--- src/rtl/gpio_irq_ctrl.sv ---
// GPIO edge-interrupt controller: debounce, edge detect, pending latch, irq.
// Optional per-bit debounce counters enabled by macro GPIO_IRQ_DEBOUNCE_EN.
//
// Ports:
//   clk_i      clock, all state on rising edge
//   reset_i    synchronous active-high reset
//   pin_i      synchronised port value
//   rise_en_i  per-bit rising-edge event enable
//   fall_en_i  per-bit falling-edge event enable
//   mask_i     per-bit interrupt enable
//   clr_we_i   write strobe for clr_i
//   clr_i      write-1-to-clear pattern for pending bits
//   stable_o   accepted (filtered) pin level
//   pending_o  latched edge events
//   irq_o      registered interrupt request
module gpio_irq_ctrl #(
  parameter int WIDTH_PORT      = 8,
  parameter int DEBOUNCE_CYCLES = 4
) (
  input  logic                  clk_i,
  input  logic                  reset_i,
  input  logic [WIDTH_PORT-1:0] pin_i,
  input  logic [WIDTH_PORT-1:0] rise_en_i,
  input  logic [WIDTH_PORT-1:0] fall_en_i,
  input  logic [WIDTH_PORT-1:0] mask_i,
  input  logic                  clr_we_i,
  input  logic [WIDTH_PORT-1:0] clr_i,
  output logic [WIDTH_PORT-1:0] stable_o,
  output logic [WIDTH_PORT-1:0] pending_o,
  output logic                  irq_o
);

  typedef enum logic {INIT, RUN} state_e;

  state_e                state_q, state_d;
  logic [WIDTH_PORT-1:0] stable_q, stable_d;
  logic [WIDTH_PORT-1:0] prev_q, prev_d;
  logic [WIDTH_PORT-1:0] pending_q, pending_d;
  logic                  irq_q, irq_d;
  logic [WIDTH_PORT-1:0] rise, fall, clr_m;

  assign rise  = stable_q & ~prev_q & rise_en_i;
  assign fall  = ~stable_q & prev_q & fall_en_i;
  assign clr_m = clr_we_i ? clr_i : '0;

`ifdef GPIO_IRQ_DEBOUNCE_EN
  localparam int CW = $clog2(DEBOUNCE_CYCLES);
  localparam logic [CW-1:0] CMAX = CW'(DEBOUNCE_CYCLES - 1);

  logic [CW-1:0] cnt_q [WIDTH_PORT];
  logic [CW-1:0] cnt_d [WIDTH_PORT];
`else
  logic unused_db;
  assign unused_db = (DEBOUNCE_CYCLES > 0);
`endif

  always_comb begin
    state_d   = state_q;
    stable_d  = stable_q;
    prev_d    = prev_q;
    pending_d = pending_q;
    // irq lags pending by one edge; mask changes show up next edge
    irq_d     = |(pending_q & mask_i);
`ifdef GPIO_IRQ_DEBOUNCE_EN
    cnt_d     = cnt_q;
`endif
    unique case (state_q)
      INIT: begin
        // prev == stable here, so a pin already high raises no event
        stable_d = pin_i;
        prev_d   = pin_i;
        state_d  = RUN;
`ifdef GPIO_IRQ_DEBOUNCE_EN
        for (int b = 0; b < WIDTH_PORT; b++) cnt_d[b] = '0;
`endif
      end
      RUN: begin
        prev_d    = stable_q;
        // set wins over clear so an event is never lost
        pending_d = (pending_q & ~clr_m) | rise | fall;
`ifdef GPIO_IRQ_DEBOUNCE_EN
        for (int b = 0; b < WIDTH_PORT; b++) begin
          if (pin_i[b] != stable_q[b]) begin
            if (cnt_q[b] == CMAX) begin
              stable_d[b] = pin_i[b];
              cnt_d[b]    = '0;
            end else begin
              cnt_d[b] = cnt_q[b] + 1'b1;
            end
          end else begin
            cnt_d[b] = '0;
          end
        end
`else
        stable_d = pin_i;
`endif
      end
      default: state_d = INIT;
    endcase
  end

  always_ff @(posedge clk_i) begin
    if (reset_i) begin
      state_q   <= INIT;
      stable_q  <= '0;
      prev_q    <= '0;
      pending_q <= '0;
      irq_q     <= 1'b0;
`ifdef GPIO_IRQ_DEBOUNCE_EN
      cnt_q     <= '{default: '0};
`endif
    end else begin
      state_q   <= state_d;
      stable_q  <= stable_d;
      prev_q    <= prev_d;
      pending_q <= pending_d;
      irq_q     <= irq_d;
`ifdef GPIO_IRQ_DEBOUNCE_EN
      cnt_q     <= cnt_d;
`endif
    end
  end

  assign stable_o  = stable_q;
  assign pending_o = pending_q;
  assign irq_o     = irq_q;

endmodule

--- config.mk ---
export PLATFORM = sky130hd
export DESIGN_NAME = gpio_irq_ctrl
export DESIGN_NICKNAME = d
export VERILOG_FILES = /design/src/rtl/gpio_irq_ctrl.sv
export SDC_FILE = /design/constraint.sdc
export NUM_CORES = 1
export LEC_CHECK = 0
export ABC_AREA = 1
export ABC_CLOCK_PERIOD_IN_PS = 2050
export CAP_MARGIN = 20
export CORE_MARGIN = 3
export CORE_UTILIZATION = 45
export DETAILED_ROUTE_END_ITERATION = 10
export DONT_BUFFER_PORTS = 1
export PLACE_DENSITY = 0.67
export SETUP_SLACK_MARGIN = 0.5
export SYNTH_ARGS = -nofsm -noshare
export SYNTH_HDL_FRONTEND = slang
export SYNTH_SLANG_ARGS = --single-unit
export TNS_END_PERCENT = 1
--- constraint.sdc ---
create_clock -name clk_i -period 2.05 [get_ports clk_i]
set_input_delay 0.41 -clock clk_i [delete_from_list [all_inputs] [get_ports clk_i]]
set_output_delay 0.41 -clock clk_i [all_outputs]
set_load 0.05 [all_outputs]
==> flow_metrics.env <==
export IMPL_status="finished clean"
export IMPL_synth_area_per_cell_sq_um=7.03
export IMPL_antenna_found_initial=0
export IMPL_synth_area_sq_um=1130
export IMPL_firstDrtPassIters=4
export IMPL_relSlewSlack_pct=62.5
export IMPL_multiInputGateArea_sq_um=473
export IMPL_ys_ff_latch=26
export IMPL_drc=0
export IMPL_switching_share_pct=30.1
export IMPL_comb_power_share_pct=9.4
export IMPL_synth_fa_ha_area_share_pct=0
export IMPL_cts_setup_buffers=0
export IMPL_cp_arrival_ns=1.01
export IMPL_dp_final_hpwl_microns=1950
export IMPL_hold_buffers=0
export IMPL_die_h_microns=56.2
export IMPL_die_w_microns=56.2
export IMPL_grt_pass1_vias=988
export IMPL_cts_tree="done"
export IMPL_drtIter0Drc=26
export IMPL_yosysWarningCount=0
export IMPL_crit_path_end_kind="primary output"
export IMPL_clkPwrFrac_pct=25.7
export IMPL_synth_fp_nets=204
export IMPL_p_sw_mw=0.294
export IMPL_powerDensity_nw_per_um2=832
export IMPL_cp_required_ns=1.64
export IMPL_synth_top_area_cell="dfxtp_1"
export IMPL_finalCritPeriodShare_pct=69.5
export IMPL_antenna_cells=0
export IMPL_worst_ir_drop_vdd_mv=0.496
export IMPL_maxSlewViolCount=0
export IMPL_seqCellArea_sq_um=520
export IMPL_synth_xor_area_share_pct=0
export IMPL_p_seq_share_pct=64.9
export IMPL_final_common_cell="nand2_1"
export IMPL_setup_ws_ns=0.626
export IMPL_root_buffer="clkbuf_4"
export IMPL_clock_sinks=26
export IMPL_crit_fanout=4
export IMPL_nets=205
export IMPL_start_util_pct=49.3
export IMPL_cts_buffers=3
export IMPL_overflow=0
export IMPL_wl_per_cell_microns=13.3
export IMPL_ys_types=13
export IMPL_seq_area_frac_synth_pct=46.0
export IMPL_grt_start_max_net_pins=19
export IMPL_maxCapViolCount=0
export IMPL_final_cell_mix="nand2_1, dfxtp_1, inv_1"
export IMPL_synth_compound_area_share_pct=12.4
export IMPL_dp_slack_ns=0.918
export IMPL_synth_top_family_by_area="simple AND/OR/NAND/NOR gates"
export IMPL_worstSetupPathType="reg -> out"
export IMPL_synthCells=161
export IMPL_grt_pass1_wl_microns=4280
export IMPL_routed_wl_microns=2510
export IMPL_synthMuxAreaShare_pct=0
export IMPL_cts_max_path_buffers=2
export IMPL_clock_fmax_mhz=702
export IMPL_io_buffers=0
export IMPL_synthSimpleGateAreaFrac_pct=29.4
export IMPL_rsz0062_at_grt="no"
export IMPL_n_fill_cell=264
export IMPL_grt_usage_pct=16.7
export IMPL_clk_latency_ns=0.31
export IMPL_core_area_sq_um=2300
export IMPL_finalHoldViolCount=0
export IMPL_worst_pin_slew_ns=0.562
export IMPL_dieArea_sq_um=3150
export IMPL_synthDominantCellAreaShare_pct=46.0
export IMPL_leakage_nw=0.546
export IMPL_area_growth_pct=3.98
export IMPL_ctsResizeCount=0
export IMPL_p_int_mw=0.685
export IMPL_pin_count=60
export IMPL_htreeDepth=1
export IMPL_vias=938
export IMPL_clkTransAtPathRegs_ns=0.14
export IMPL_num_rows=17
export IMPL_synth_area_leaders="dfxtp_1, nand2_1, inv_1"
export IMPL_drive_above_1_share_pct=9.32
export IMPL_setup_tns_ns=0
export IMPL_postRouteAntennaNets=0
export IMPL_skew_ns=0.00570
export IMPL_startpoint_type="flop"
export IMPL_min_period_ns=1.42
export IMPL_p_total_mw=0.980
export IMPL_hp_class="in -> reg"
export IMPL_viasPerCell=4.96
export IMPL_place_congestion=0.745
export IMPL_setup_viol=0
-- path summary, 6_finish.rpt --
check,startpoint,cells past startpoint,end,slack (ns)
min,reset_i,1,pending_o[3],0.13
max reg2reg,stable_o[2],5,pending_o[2],0.91
min reg2reg,prev_q[2],3,pending_o[2],0.53
max,stable_o[6],0,stable_o[6],0.63
-- power by group through the flow --
stage / clock, mW / combinational (mW) / sequential, mW
after floorplan: 0 / 0.0880 / 0.642
after global placement: 0 / 0.0894 / 0.647
after detailed placement: 0 / 0.0937 / 0.648
after CTS: 0.264 / 0.0940 / 0.637
after global routing: 0.283 / 0.111 / 0.641
final: 0.252 / 0.0922 / 0.636
-- Yosys cell counts --
cell type / n
o21ai_0: 8
buf_4: 2
nor2_1: 10
nand3_1: 12
inv_2: 1
inv_1: 25
buf_6: 1
a21oi_1: 13
dfxtp_1: 26
nand3_2: 4
a21oi_2: 4
buf_2: 3
nand2_1: 52
-- sequential cells by signal, indices dropped and copies added, names as in the netlist --
register and count:
irq_o 1, pending_o 8, prev_q 8, stable_o 8, state_q 1
-- stage by stage --
step | std cells | hold slack, ns | utilization (%) | cell area (sq um)
floorplan | 161 | 0.504 | - | 1130
global placement | 185 | 0.476 | 49.7 | 1140
detailed placement | 185 | 0.476 | 49.7 | 1140
CTS | 189 | 0.122 | 51.3 | 1180
global route | 189 | 0.110 | 51.3 | 1180
finish | 189 | 0.135 | 51.3 | 1180
-- cells by family (layout without fill, tap and decap cells) --
logic type | after synthesis | count (layout)
DFF | 26 | 26
and+or+nand+nor | 78 | 78
buffers and inverters | 32 | 32
AOI/OAI and AO/OA | 25 | 25
-- layout make-up --
cell class	instances	share of cell area, %
timing repair buffer	2	1.28
clock buffer	4	3.08
multi-input combinational	103	40.2
tap	28	2.98
sequential	26	44.2
inverter	26	8.29
-- metal layers --
metal  vias to the layer above  wire length, microns  track usage [%]
met5                         -                     0                0
met4                         0                    16             4.07
met3                         2                   197             4.64
met2                        30                  1280             29.0
met1                       413                  1020             20.0
li1                        493                     -                -
No activity file was read; power rests on OpenSTA's default activity.
